$ cat config.mk
export PLATFORM = sky130hd
export DESIGN_NAME = serial_add_ctrl
export DESIGN_NICKNAME = d
export VERILOG_FILES = /design/src/rtl/serial_pkg.sv /design/src/rtl/serial_add_ctrl_full_adder.sv /design/src/rtl/serial_add_ctrl.sv
export SDC_FILE = /design/constraint.sdc
export NUM_CORES = 1
export LEC_CHECK = 0
export CAP_MARGIN = 20
export CORE_UTILIZATION = 54
export DETAILED_ROUTE_END_ITERATION = 6
export HOLD_SLACK_MARGIN = 0.03
export PLACE_DENSITY_LB_ADDON = 0.05
export SYNTH_ARGS = -nofsm -noshare
export SYNTH_HDL_FRONTEND = slang
export SYNTH_SLANG_ARGS = --single-unit
$ cat constraint.sdc
create_clock -name clk -period 5.2 [get_ports clk]
set_clock_uncertainty 0.2 [all_clocks]
set_input_delay 1.04 -clock clk [delete_from_list [all_inputs] [get_ports clk]]
set_output_delay 1.04 -clock clk [all_outputs]
set_load 0.01 [all_outputs]
$ cat src/rtl/serial_pkg.sv
// Shared types and helpers for the bit-serial add/subtract sequencer.
package serial_pkg;

  typedef enum logic [1:0] {
    IDLE = 2'd0,
    RUN  = 2'd1,
    DONE = 2'd2
  } serialStateT;

  localparam logic MODE_ADD = 1'b0;
  localparam logic MODE_SUB = 1'b1;

  function automatic int clog2(input int value);
    int bits;
    bits = 0;
    while ((1 << bits) < value) begin
      bits++;
    end
    return bits;
  endfunction

endpackage

$ cat src/rtl/serial_add_ctrl_full_adder.sv
// FullAdder: one-bit full adder used as the bit-slice datapath of the serial sequencer.
module FullAdder (
  input  logic a_i,
  input  logic b_i,
  input  logic c_i,
  output logic sum_o,
  output logic carry_o
);

  assign sum_o   = a_i ^ b_i ^ c_i;
  assign carry_o = (a_i & b_i) | (a_i & c_i) | (b_i & c_i);

endmodule

$ cat src/rtl/serial_add_ctrl.sv
// serial_add_ctrl: WIDTH-bit add over WIDTH cycles through one FullAdder and a carry flop.
// Defining SERIAL_SUB_EN adds subtract support (opA - opB) selected by subMode.
module serial_add_ctrl
  import serial_pkg::*;
#(
  parameter int WIDTH = 32
) (
  input  logic             clk,
  input  logic             rstN,
  input  logic             startValid,
  output logic             startReady,
  input  logic [WIDTH-1:0] opA,
  input  logic [WIDTH-1:0] opB,
  input  logic             subMode,
  output logic             resValid,
  input  logic             resReady,
  output logic [WIDTH-1:0] result,
  output logic             cOut,
  output logic             overflow
);

  localparam int              CNT_W    = clog2(WIDTH);
  localparam logic [CNT_W-1:0] LAST_BIT = CNT_W'(WIDTH - 1);

  serialStateT      stateQ, stateD;
  logic [WIDTH-1:0] aQ, aD;
  logic [WIDTH-1:0] bQ, bD;
  logic [WIDTH-1:0] resQ, resD;
  logic [CNT_W-1:0] cntQ, cntD;
  logic             carryQ, carryD;
  logic             msbCinQ, msbCinD;
  logic             accept;
  logic             loadMode;
  logic             bBit;
  logic             sumBit;
  logic             carryOut;

  assign accept = startValid && (stateQ == IDLE);

`ifdef SERIAL_SUB_EN
  logic modeQ, modeD;

  // Subtract is A + ~B + 1: B is inverted here and the +1 is the carry preset at accept.
  assign loadMode = subMode ? MODE_SUB : MODE_ADD;
  assign modeD    = accept ? loadMode : modeQ;
  assign bBit     = bQ[0] ^ (modeQ == MODE_SUB);

  always_ff @(posedge clk or negedge rstN) begin
    if (!rstN) begin
      modeQ <= MODE_ADD;
    end else begin
      modeQ <= modeD;
    end
  end
`else
  logic unusedSubMode;

  assign unusedSubMode = subMode;
  assign loadMode      = MODE_ADD;
  assign bBit          = bQ[0];
`endif

  FullAdder u_bitSlice (
    .a_i    (aQ[0]),
    .b_i    (bBit),
    .c_i    (carryQ),
    .sum_o  (sumBit),
    .carry_o(carryOut)
  );

  always_comb begin
    stateD  = stateQ;
    aD      = aQ;
    bD      = bQ;
    resD    = resQ;
    cntD    = cntQ;
    carryD  = carryQ;
    msbCinD = msbCinQ;
    unique case (stateQ)
      IDLE: begin
        if (startValid) begin
          aD     = opA;
          bD     = opB;
          cntD   = '0;
          carryD = (loadMode == MODE_SUB);
          stateD = RUN;
        end
      end
      RUN: begin
        // Sum bits enter at the MSB so the LSB lands in bit 0 after WIDTH shifts.
        resD   = {sumBit, resQ[WIDTH-1:1]};
        carryD = carryOut;
        aD     = aQ >> 1;
        bD     = bQ >> 1;
        cntD   = cntQ + CNT_W'(1);
        if (cntQ == LAST_BIT) begin
          msbCinD = carryQ;
          stateD  = DONE;
        end
      end
      DONE: begin
        if (resReady) begin
          stateD = IDLE;
        end
      end
      default: begin
        stateD = IDLE;
      end
    endcase
  end

  always_ff @(posedge clk or negedge rstN) begin
    if (!rstN) begin
      stateQ  <= IDLE;
      aQ      <= '0;
      bQ      <= '0;
      resQ    <= '0;
      cntQ    <= '0;
      carryQ  <= 1'b0;
      msbCinQ <= 1'b0;
    end else begin
      stateQ  <= stateD;
      aQ      <= aD;
      bQ      <= bD;
      resQ    <= resD;
      cntQ    <= cntD;
      carryQ  <= carryD;
      msbCinQ <= msbCinD;
    end
  end

  assign startReady = (stateQ == IDLE);
  assign resValid   = (stateQ == DONE);
  assign result     = resQ;
  assign cOut       = carryQ;
  assign overflow   = msbCinQ ^ carryQ;

endmodule

==> results.txt, run 1 <==
The clock tree root buffer cell is sky130_fd_sc_hd__clkbuf_8. The cell area after technology mapping came out at 4520 sq um. The number of buffers inserted to repair setup after CTS came out at 0. The share of the clock period used by the worst path after layout is 62.0%. After floorplanning, the core was sized to cover 8180 sq um. The synthesized area per cell came out at 9.78 sq um.

Hold repair after CTS inserted 0 buffers. The worst-case hold slack is 293 ps. The flow ran to the end, and the final reports show no timing, DRC or antenna violations. From synthesis to final layout, the design area changed by 26.7%. The analysis attributes to cell leakage a power of 0.00255 uW. Subtracting the final worst setup slack from the clock period gives 3230 ps. The count of nets left with antenna violations once routing finished came out at 0.

The y dimension of the die is 93.5 um. The wire length per cell came out at 14.5 um. Clock-pin slew was measured on the worst setup and hold paths at 90 ps. The first TritonRoute pass finished after 4 iterations. The total length of routed wires came out at 9.47 mm. The number of top-level design ports is 105. The global-route total usage across every layer came out at 23.6%. The number of antenna repair diodes is 0. The clock net sink count is 105.

The number of antenna violations at the first check in global routing came out at 0. The min-delay analysis places its worst path in the category reg -> reg. The number of warnings reported in the yosys synthesis log is 0. Setup repair after global routing left no endpoint under its margin. The final hold violation count came out at 0.

Derived from the worst setup path, the maximum achievable clock frequency is 0.310 GHz. The count of port buffers added during placement is 103. The number of buffers between clock root and the deepest sink came out at 2. The critical path data required time came out at 3960 ps. The type of the worst setup path is reg -> out. The capturing element type of the critical path is an output pin.

The number of nets in the synthesized netlist is 534. The worst slew margin relative to its limit is 41.6%. The sum of overflow across all layers after global routing came out at 0. The setup violation total in the final timing report is 0. The area enclosed by the die boundary came out at 8740 sq um. The tool flagged a number of max-cap violations equal to 0. The CTS H-tree depth is 3.

The CTS tree is built. The horizontal die dimension came out at 93.5 um. The largest fanout on the critical path came out at 40. The cell count after synthesis is 462. The power per standard cell area came out at 552 nW/um^2. In the final timing run, aggregate negative setup slack is 0 ps. The remaining routing DRC violations came out at 0.

The starting density of the core came out at 55.3%. The first global-routing pass estimated 16.2 mm of wire. Post-CTS repair changed the size of 0 cells.

The number of pins exceeding their max-slew limit in the final report came to 0. The clock latency on the worst-skew pair is 350 ps. In this run, synthesis produced a sequential element count of 105. The number of distinct library cells after synthesis came out at 29. The sequential-to-total area share from yosys stat is 58.1%.

After the first detailed-routing iteration, the DRC count stood at 231. The routability congestion estimate is 0.721. The number of buffers added by the clock tree synthesis step came out at 9. Entering global routing, the biggest net connects 72 pins. The via count of the routed design is 3603. The worst path arrival time came out at 1990 ps. The post-detailed-placement half-perimeter wirelength came out at 6.15 mm. The final layout net count came out at 617. The via count of the first global-routing pass is 3495. The maximum vdd ir drop came out at 0.250 mV.

The total number of placement rows came out at 33. The fraction of final layout cells sized beyond drive strength 1 is 5.28%. The via-per-instance ratio came out at 5.51. At the pin with the least slew margin, the transition time is 876 ps.

The critical path launch point type is a register.
## critical path: stages (launching register included)
cell                              delay, ps
sky130_fd_sc_hd__dfrtp_2                820
sky130_fd_sc_hd__nor2b_1                250
sky130_fd_sc_hd__clkdlybuf4s50_1        560
## placed cells by master (no fill, tap or decap), types with 4 or more instances in the layout
| cell type | netlist | layout |
|---|---|---|
| sky130_fd_sc_hd__clkdlybuf4s50_1 | 0 | 102 |
| sky130_fd_sc_hd__nor2_1 | 4 | 4 |
| sky130_fd_sc_hd__o21ai_1 | 59 | 59 |
| sky130_fd_sc_hd__nand2_1 | 160 | 160 |
| sky130_fd_sc_hd__clkbuf_8 | 0 | 9 |
| sky130_fd_sc_hd__dfrtp_1 | 105 | 103 |
| sky130_fd_sc_hd__inv_1 | 4 | 4 |
| sky130_fd_sc_hd__a22oi_1 | 61 | 61 |
| sky130_fd_sc_hd__o21ai_0 | 4 | 4 |
| sky130_fd_sc_hd__buf_4 | 10 | 8 |
## area by class of cell
type	instances	area, sq um
flip-flops and latches	105	2630
fillers	656	2450
multi-input cells	315	1640
repair buffers	110	1080
well taps	105	131
clock buffers	10	128
clock inverters	5	104
inverters	4	15.0
## power breakdown
group	total [uW]	internal (uW)	switching (uW)
clock network	583	319	264
logic	1190	576	618
registers	1380	1150	236
## sequential cells by signal, indices dropped and copies added, names as in the netlist
register and flops:
cOut 1, msbCinQ 1, stateQ 2, cntQ 5, aQ 32, result 32, bQ 32
## stage by stage
stage | total power (uW) | cells | setup WS, ps | area (sq um) | utilization (%)
after floorplan | 2180 | 462 | 3090 | 4520 | -
final | 3160 | 654 | 1970 | 5730 | 70.0
after CTS | 3190 | 654 | 1950 | 5730 | 70.0
after global placement | 2550 | 639 | 1790 | 5500 | 67.2
after detailed placement | 2610 | 639 | 1760 | 5500 | 67.2
after global routing | 3410 | 654 | 1880 | 5730 | 70.0
## worst paths after layout
path                           start         end  slack (ps)  depth (start not counted)
setup / recovery           stateQ[1]    resValid        1970                          2
hold / removal                 aQ[2]       aQ[2]         290                          2
setup reg to reg           stateQ[0]      aQ[29]        2570                          5
hold reg to reg                aQ[2]       aQ[2]         290                          2
max in group asynchronous       rstN  result[14]        3200                          2
min in group asynchronous       rstN  result[22]         580                          1
## Yosys cell counts (all sizes together)
library cell,count,share of area (%)
nand2,160,13
dfrtp,105,58
o21ai,63,7.0
a22oi,61,10
buf,26,4.7
clkbuf,12,1.0
inv,4,0.33
nor2,4,0.33
a22o,3,0.58
nor2b,3,0.42
o22ai,3,0.42
a21oi,2,0.22
ha,2,0.55
mux2,2,0.58
nand2b,2,0.28
a2bb2oi,1,0.19
a31oi,1,0.14
a32o,1,0.22
a41oi,1,0.19
and3,1,0.14
and3b,1,0.19
fa,1,0.44
nand3,1,0.11
o21bai,1,0.25
xor2,1,0.19
## logic make-up (layout without fill, tap and decap cells)
family,after synthesis,after routing,synth area share [%]
AOI/OAI and AO/OA,137,137,19.3
xor gates and xnor gates,1,1,0.194
adders and majority gates,3,3,0.997
buffers and inverters,42,129,6.01
DFF,105,105,58.1
muxes,2,2,0.581
and+or+nand+nor,172,172,14.8
## per-layer routing
metal / wire [um] / global-route usage (%) / vias to the layer above / part of all wire (%)
met5: 0 / 0 / - / 0
met2: 4710 / 38.5 / 91 / 50
met4: 141 / 7.44 / 0 / 1.5
met1: 4310 / 32.7 / 1759 / 46
met3: 307 / 3.50 / 13 / 3.2
li1: - / - / 1740 / -
Power figures use the tool's default switching activity.
==> run 2: changes to the inputs <==
CORE_UTILIZATION = 50   (was 54)
clock period = 3.3 ns   (was 5.2 ns; I/O delays follow)
==> results.txt, run 2 (synthesized netlist as in run 1, its figures left out) <==
For this run, the post-layout net count is 620. The flow ran to the end, and the final reports show no timing, DRC or antenna violations. The routability congestion estimate came out at 0.742. The power per standard cell area came out at 846 nW/um^2. The core region is 8720 sq um. The y dimension of the die is 97.1 um. TritonCTS built the clock tree. Buffers inserted during clock tree synthesis total 9. The design draws 4840 uW.

The clock net sink count came out at 105. In this run the critical register-to-register path is launched from stateQ[1]. The final hold violation count was 0.

The maximum number of pins on one net before global-route repair came out at 58. Dividing the detail-routed wire length by the instance count gives 14.5 um. The count of buffers added on input and output ports is 103.

The number of setup buffers added after CTS is 0. The post-route setup TNS came out at 0 ps. Setup repair after global routing left no endpoint under its margin. The worst slew margin relative to its limit came out at 57.3%. The max-cap check violation count came out at 0. The most utilized layer in the global route result is met2. The die is 97.1 um wide.

The global-route total usage across every layer is 21.0%. The pre-CTS setup slack is 740 ps. The placed cell area is 5530 sq um. The number of DRC violations after detailed-routing iteration 0 came out at 205. For this run, global-route usage on met3 was measured as 4.24%. Counting tap cells, the placed design contains a total of 645 instances. The layout overhead on the synthesized area came out at 26.6%. The path category of the worst min-delay check is in -> async. The clock latency on the worst-skew pair is 360 ps.

The final period demand of the worst path is 2690 ps. The CTS H-tree depth is 3. The worst register-to-register path has a setup slack of 920 ps. The detail route stage leaves a number of antenna-violating nets equal to 0. The pre-antenna-repair detailed-routing pass consisted of 4 iterations.

The endpoint identified for the worst register-to-register timing path is aQ[23]. The global-route wire length before repair is 16.1 mm. For met2 alone, demand over resource in global routing was 35.1%. The critical path launch point type is a register. The remaining routing DRC violations is 0.

In the layout the commonest cells are sky130_fd_sc_hd__nand2_1 (160), sky130_fd_sc_hd__dfrtp_1 (103), sky130_fd_sc_hd__clkdlybuf4s50_1 (102). The count of cells resized by post-cts repair is 0. The worst setup path is of the reg -> out kind. STA classifies the critical path endpoint as an output pin. After routing the design area is 5720 sq um. The post-detailed-placement half-perimeter wirelength is 6.30 mm.

The worst path arrival time is 1830 ps. The library cell used most frequently in the layout, excluding fill and tap cells, is sky130_fd_sc_hd__nand2_1. The number of antenna repair diodes came out at 0.

The least setup slack across all paths after layout is 614 ps. The area enclosed by the die boundary is 9420 sq um. The number of antenna violations at the first check in global routing is 0.

The achievable frequency is 0.372 GHz. The met1 usage came out at 27.6%. The worst-case IR drop observed on VDD is 0.367 mV. The leakage power is 0.00254 uW. For this run the aggregate overflow at the end of global routing stands at 0.

At the worst endpoint, the required time is 2440 ps. The number of buffers added to fix hold violations after cts came out at 0. The number of cells on the worst reg-to-reg path is 5. The via count of the first global-routing pass came out at 3417. The post-route netlist has 5.80% of its cells at a drive strength greater than 1. The share of the clock period used by the worst path after layout came out at 81.4%. The transition time at the pin with the least slew margin is 640 ps.

Of all nets on the critical path, the largest fanout is 28. After floorplanning, the core was divided into 34 placement rows. The via count of the routed design is 3577. The via-per-instance ratio is 5.42. The number of top-level design ports came out at 105.

The total length of routed wires is 9.56 mm. The number of cells in the finished layout apart from fillers is 660. The initial utilization of the core area, before any placement, comes to 51.8%. The number of pins exceeding their max-slew limit in the final report came to 0. The clock tree root buffer cell is sky130_fd_sc_hd__clkbuf_8. The setup violation total in the final timing report came out at 0.

The clock-pin slew reported for the worst setup and hold paths after clock tree synthesis is 90 ps. The number of buffers between clock root and the deepest sink is 2.
run 2: changes by cell type in the layout (fill, tap and decap cells not counted):
cell                         before  now
sky130_fd_sc_hd__buf_4            8   10
sky130_fd_sc_hd__buf_12           0    1
sky130_fd_sc_hd__bufinv_16        3    1
sky130_fd_sc_hd__clkinvlp_4       0    3
sky130_fd_sc_hd__inv_6            1    0
run 2: through the flow:
stage          utilization, %  hold slack [ps]
3_3_place_gp             63.5              257
3_5_place_dp             63.5              262
2_1_floorplan               -              164
6_report                 65.6              103
4_1_cts                  65.6              118
5_1_grt                  65.6              143
run 2: worst max path at each step:
| stage | startpoint | endpoint | slack (ps) | depth (start not counted) |
|---|---|---|---|---|
| 2_1_floorplan | stateQ[0] | startReady | 1570 | 3 |
| 3_3_place_gp | startValid | aQ[10] | 790 | 5 |
| 3_5_place_dp | startValid | bQ[23] | 740 | 5 |
| 4_1_cts | stateQ[1] | resValid | 580 | 2 |
| 5_1_grt | stateQ[1] | resValid | 520 | 2 |
| 6_report | stateQ[1] | resValid | 610 | 2 |
run 2: area by class of cell:
type,count,area [sq um]
clock buffer,10,128
clock inverter,5,57.6
fill,736,3000
inverter,4,15.0
multi-input combinational,315,1640
sequential,105,2630
tap,108,135
timing repair buffer,113,1120
run 2: where the power goes:
| group | total (uW) | leakage (uW) | internal (uW) | switching (uW) |
|---|---|---|---|---|
| logic | 1880 | 0.00109 | 922 | 955 |
| clock network | 765 | 0.0000844 | 345 | 419 |
| registers | 2190 | 0.00136 | 1810 | 387 |
run 2: critical path, cell delays in order (launching register included):
cell	delay (ps)
sky130_fd_sc_hd__dfrtp_2	680
sky130_fd_sc_hd__nor2b_1	220
sky130_fd_sc_hd__clkdlybuf4s50_1	560
run 2: metal layers:
layer	vias up	wire length, um
met5	-	0
li1	1744	-
met1	1726	4190
met3	9	498
met2	98	4760
met4	0	100
==> run 3: changes to the inputs <==
clock period = 2.7 ns   (was 3.3 ns; I/O delays follow)
==> results.txt, run 3 (synthesized netlist as in run 1, its figures left out) <==
The setup violation total in the final timing report came out at 0. At the worst endpoint, the arrival time is 1650 ps. The worst slew margin relative to its limit is 56.2%. The net count of the finished layout is 624. The number of buffers between clock root and the deepest sink is 2. The largest individual stage delay along the critical path comes from the cell sky130_fd_sc_hd__clkdlybuf4s50_1.

The number of top-level design ports is 105. STA classifies the critical path endpoint as an output pin. The clock net sink count came out at 105. Grouping stages by cell kind, the critical path spends the most delay in buffers and inverters. The first global-routing pass estimated 16.1 mm of wire.

Setup slack on the critical path of the routed design comes to 306 ps. The routability congestion estimate is 0.708. The remaining routing DRC violations came out at 0. After clock tree synthesis, the clock-pin slew on the worst setup and hold paths is 90 ps.

In this run, CTS created clock tree buffers numbering 9. Of the cells placed in the final design, the portion with a size suffix greater than 1 is 6.28%. The critical path launch point type is a register. In this run the worst path has a maximum fanout of 12. The finished layout holds 665 standard cells, fillers aside. The die is 97.1 um tall. The number of pins exceeding their max-slew limit in the final report came out at 0. TritonCTS built the clock tree. After global routing the overflow that remains totals 0. The via count of the routed design came out at 3618. The transition time at the pin with the least slew margin is 656 ps. By startpoint and endpoint, the worst setup path is classified as reg -> out. The number of buffers inserted to repair setup after CTS is 0. The pre-CTS setup slack came out at 241 ps. Derived from the worst setup path, the maximum achievable clock frequency is 0.418 GHz. The floorplan has 34 rows.

The path class of the tightest hold or removal check is reg -> reg. Entering global routing, the biggest net connects 51 pins. The core region is 8720 sq um. Traced cell by cell, the critical path runs through nor2b_1, clkdlybuf4s50_1. The library cell used most frequently in the layout, excluding fill and tap cells, is sky130_fd_sc_hd__nand2_1.

The final hold violation count came out at 0. 0 antenna diodes ended up in the layout. In the finished design, the share of the clock period the worst path needs comes to 88.7%. The total length of routed wires came out at 9.59 mm. The remaining antenna violation count after routing came out at 0. After detailed routing, the average wire length per cell comes to 14.4 um. The number of antenna violations at the first check in global routing came out at 0. The final period demand of the worst path is 2390 ps. The later pin in the worst-skew pair is clocked with a latency of 360 ps. The layout overhead on the synthesized area is 27.8%.

The number of placed instances, taps included, is 648. For this run, the slowest stage of the critical path takes 570 ps. The critical path data required time is 1960 ps. The reg-to-reg setup timing slack came out at 580 ps.

The starting density of the core came out at 51.8%. In the global route stage, overall resource usage came out at 21.1%. The die covers 9420 sq um. The tree is rooted in a sky130_fd_sc_hd__clkbuf_8. The top cell types in the final layout, fill and taps aside, are sky130_fd_sc_hd__nand2_1 (160), sky130_fd_sc_hd__dfrtp_1 (103), sky130_fd_sc_hd__clkdlybuf4s50_1 (102). The count of port buffers added during placement came out at 103. The via count of the first global-routing pass is 3415. After the first detailed-routing iteration, the DRC count stood at 201. The maximum vdd ir drop came out at 0.478 mV. Setup repair after global routing left no endpoint under its margin.

The CTS H-tree depth came out at 3. Summed over all cells, the static leakage comes to 0.00256 uW. The post-detailed-placement half-perimeter wirelength came out at 6.34 mm.

The combined buffer and inverter count along the critical path came out at 1. The flow ran to the end, and the final reports show no timing, DRC or antenna violations. The total design power came out at 5960 uW. The post-route setup TNS is 0 ps. Before antenna repair, the detailed router went through 4 iterations. The power per standard cell area came out at 1030 nW/um^2. Across the run, the number of max-cap violations was 0. Measured along the x axis, the die boundary spans 97.1 um. The via-per-instance ratio came out at 5.44.
[run 3: layout make-up]
type,count,area (sq um)
clock buffers,12,145
repair buffers,117,1160
inverters,4,15.0
multi-input cells,315,1640
well taps,108,135
clock inverters,4,52.6
flip-flops and latches,105,2630
fillers,745,2940
[run 3: repair_timing]
| action | 4_1_cts | 5_1_grt |
|---|---|---|
| hold buffers | 1 | 0 |
| hold endpoints to repair | 37 | 0 |
| resized for setup | 0 | 0 |
[run 3: where the power goes]
group | switching [uW] | total, uW | leakage (uW) | internal, uW
Combinational | 1210 | 2350 | 0.00111 | 1140
Sequential | 426 | 2640 | 0.00136 | 2210
Clock | 510 | 965 | 0.0000888 | 455
[run 3: worst paths after layout]
kind | start | depth (start not counted) | to
worst max-delay path | stateQ[0] | 2 | resValid
worst min register to register | result[0] | 2 | result[0]
worst min-delay path | result[0] | 2 | result[0]
min in group asynchronous | rstN | 2 | result[22]
max in group asynchronous | rstN | 3 | result[10]
worst max register to register | stateQ[0] | 5 | cntQ[3]
[run 3: worst min-delay path: stages, from the launching register on]
cell and delay [ps]:
sky130_fd_sc_hd__dfrtp_1 350, sky130_fd_sc_hd__nand2_1 50, sky130_fd_sc_hd__nand2_1 50
[run 3: routing by layer]
metal / global-route usage, % / up-vias / wire (um)
met3: 4.24 / 9 / 417
met5: 0 / - / 0
met4: 7.23 / 0 / 125
met2: 35.8 / 81 / 4800
met1: 27.1 / 1780 / 4250
li1: - / 1748 / -
[run 3: metrics by stage]
| step | cell area [sq um] | util (%) | hold WS [ps] |
|---|---|---|---|
| 2_1_floorplan | 4520 | - | 44.4 |
| 3_3_place_gp | 5570 | 63.9 | 257 |
| 3_5_place_dp | 5570 | 63.9 | 266 |
| 4_1_cts | 5780 | 66.2 | 288 |
| 5_1_grt | 5780 | 66.2 | 312 |
| 6_report | 5780 | 66.2 | 281 |
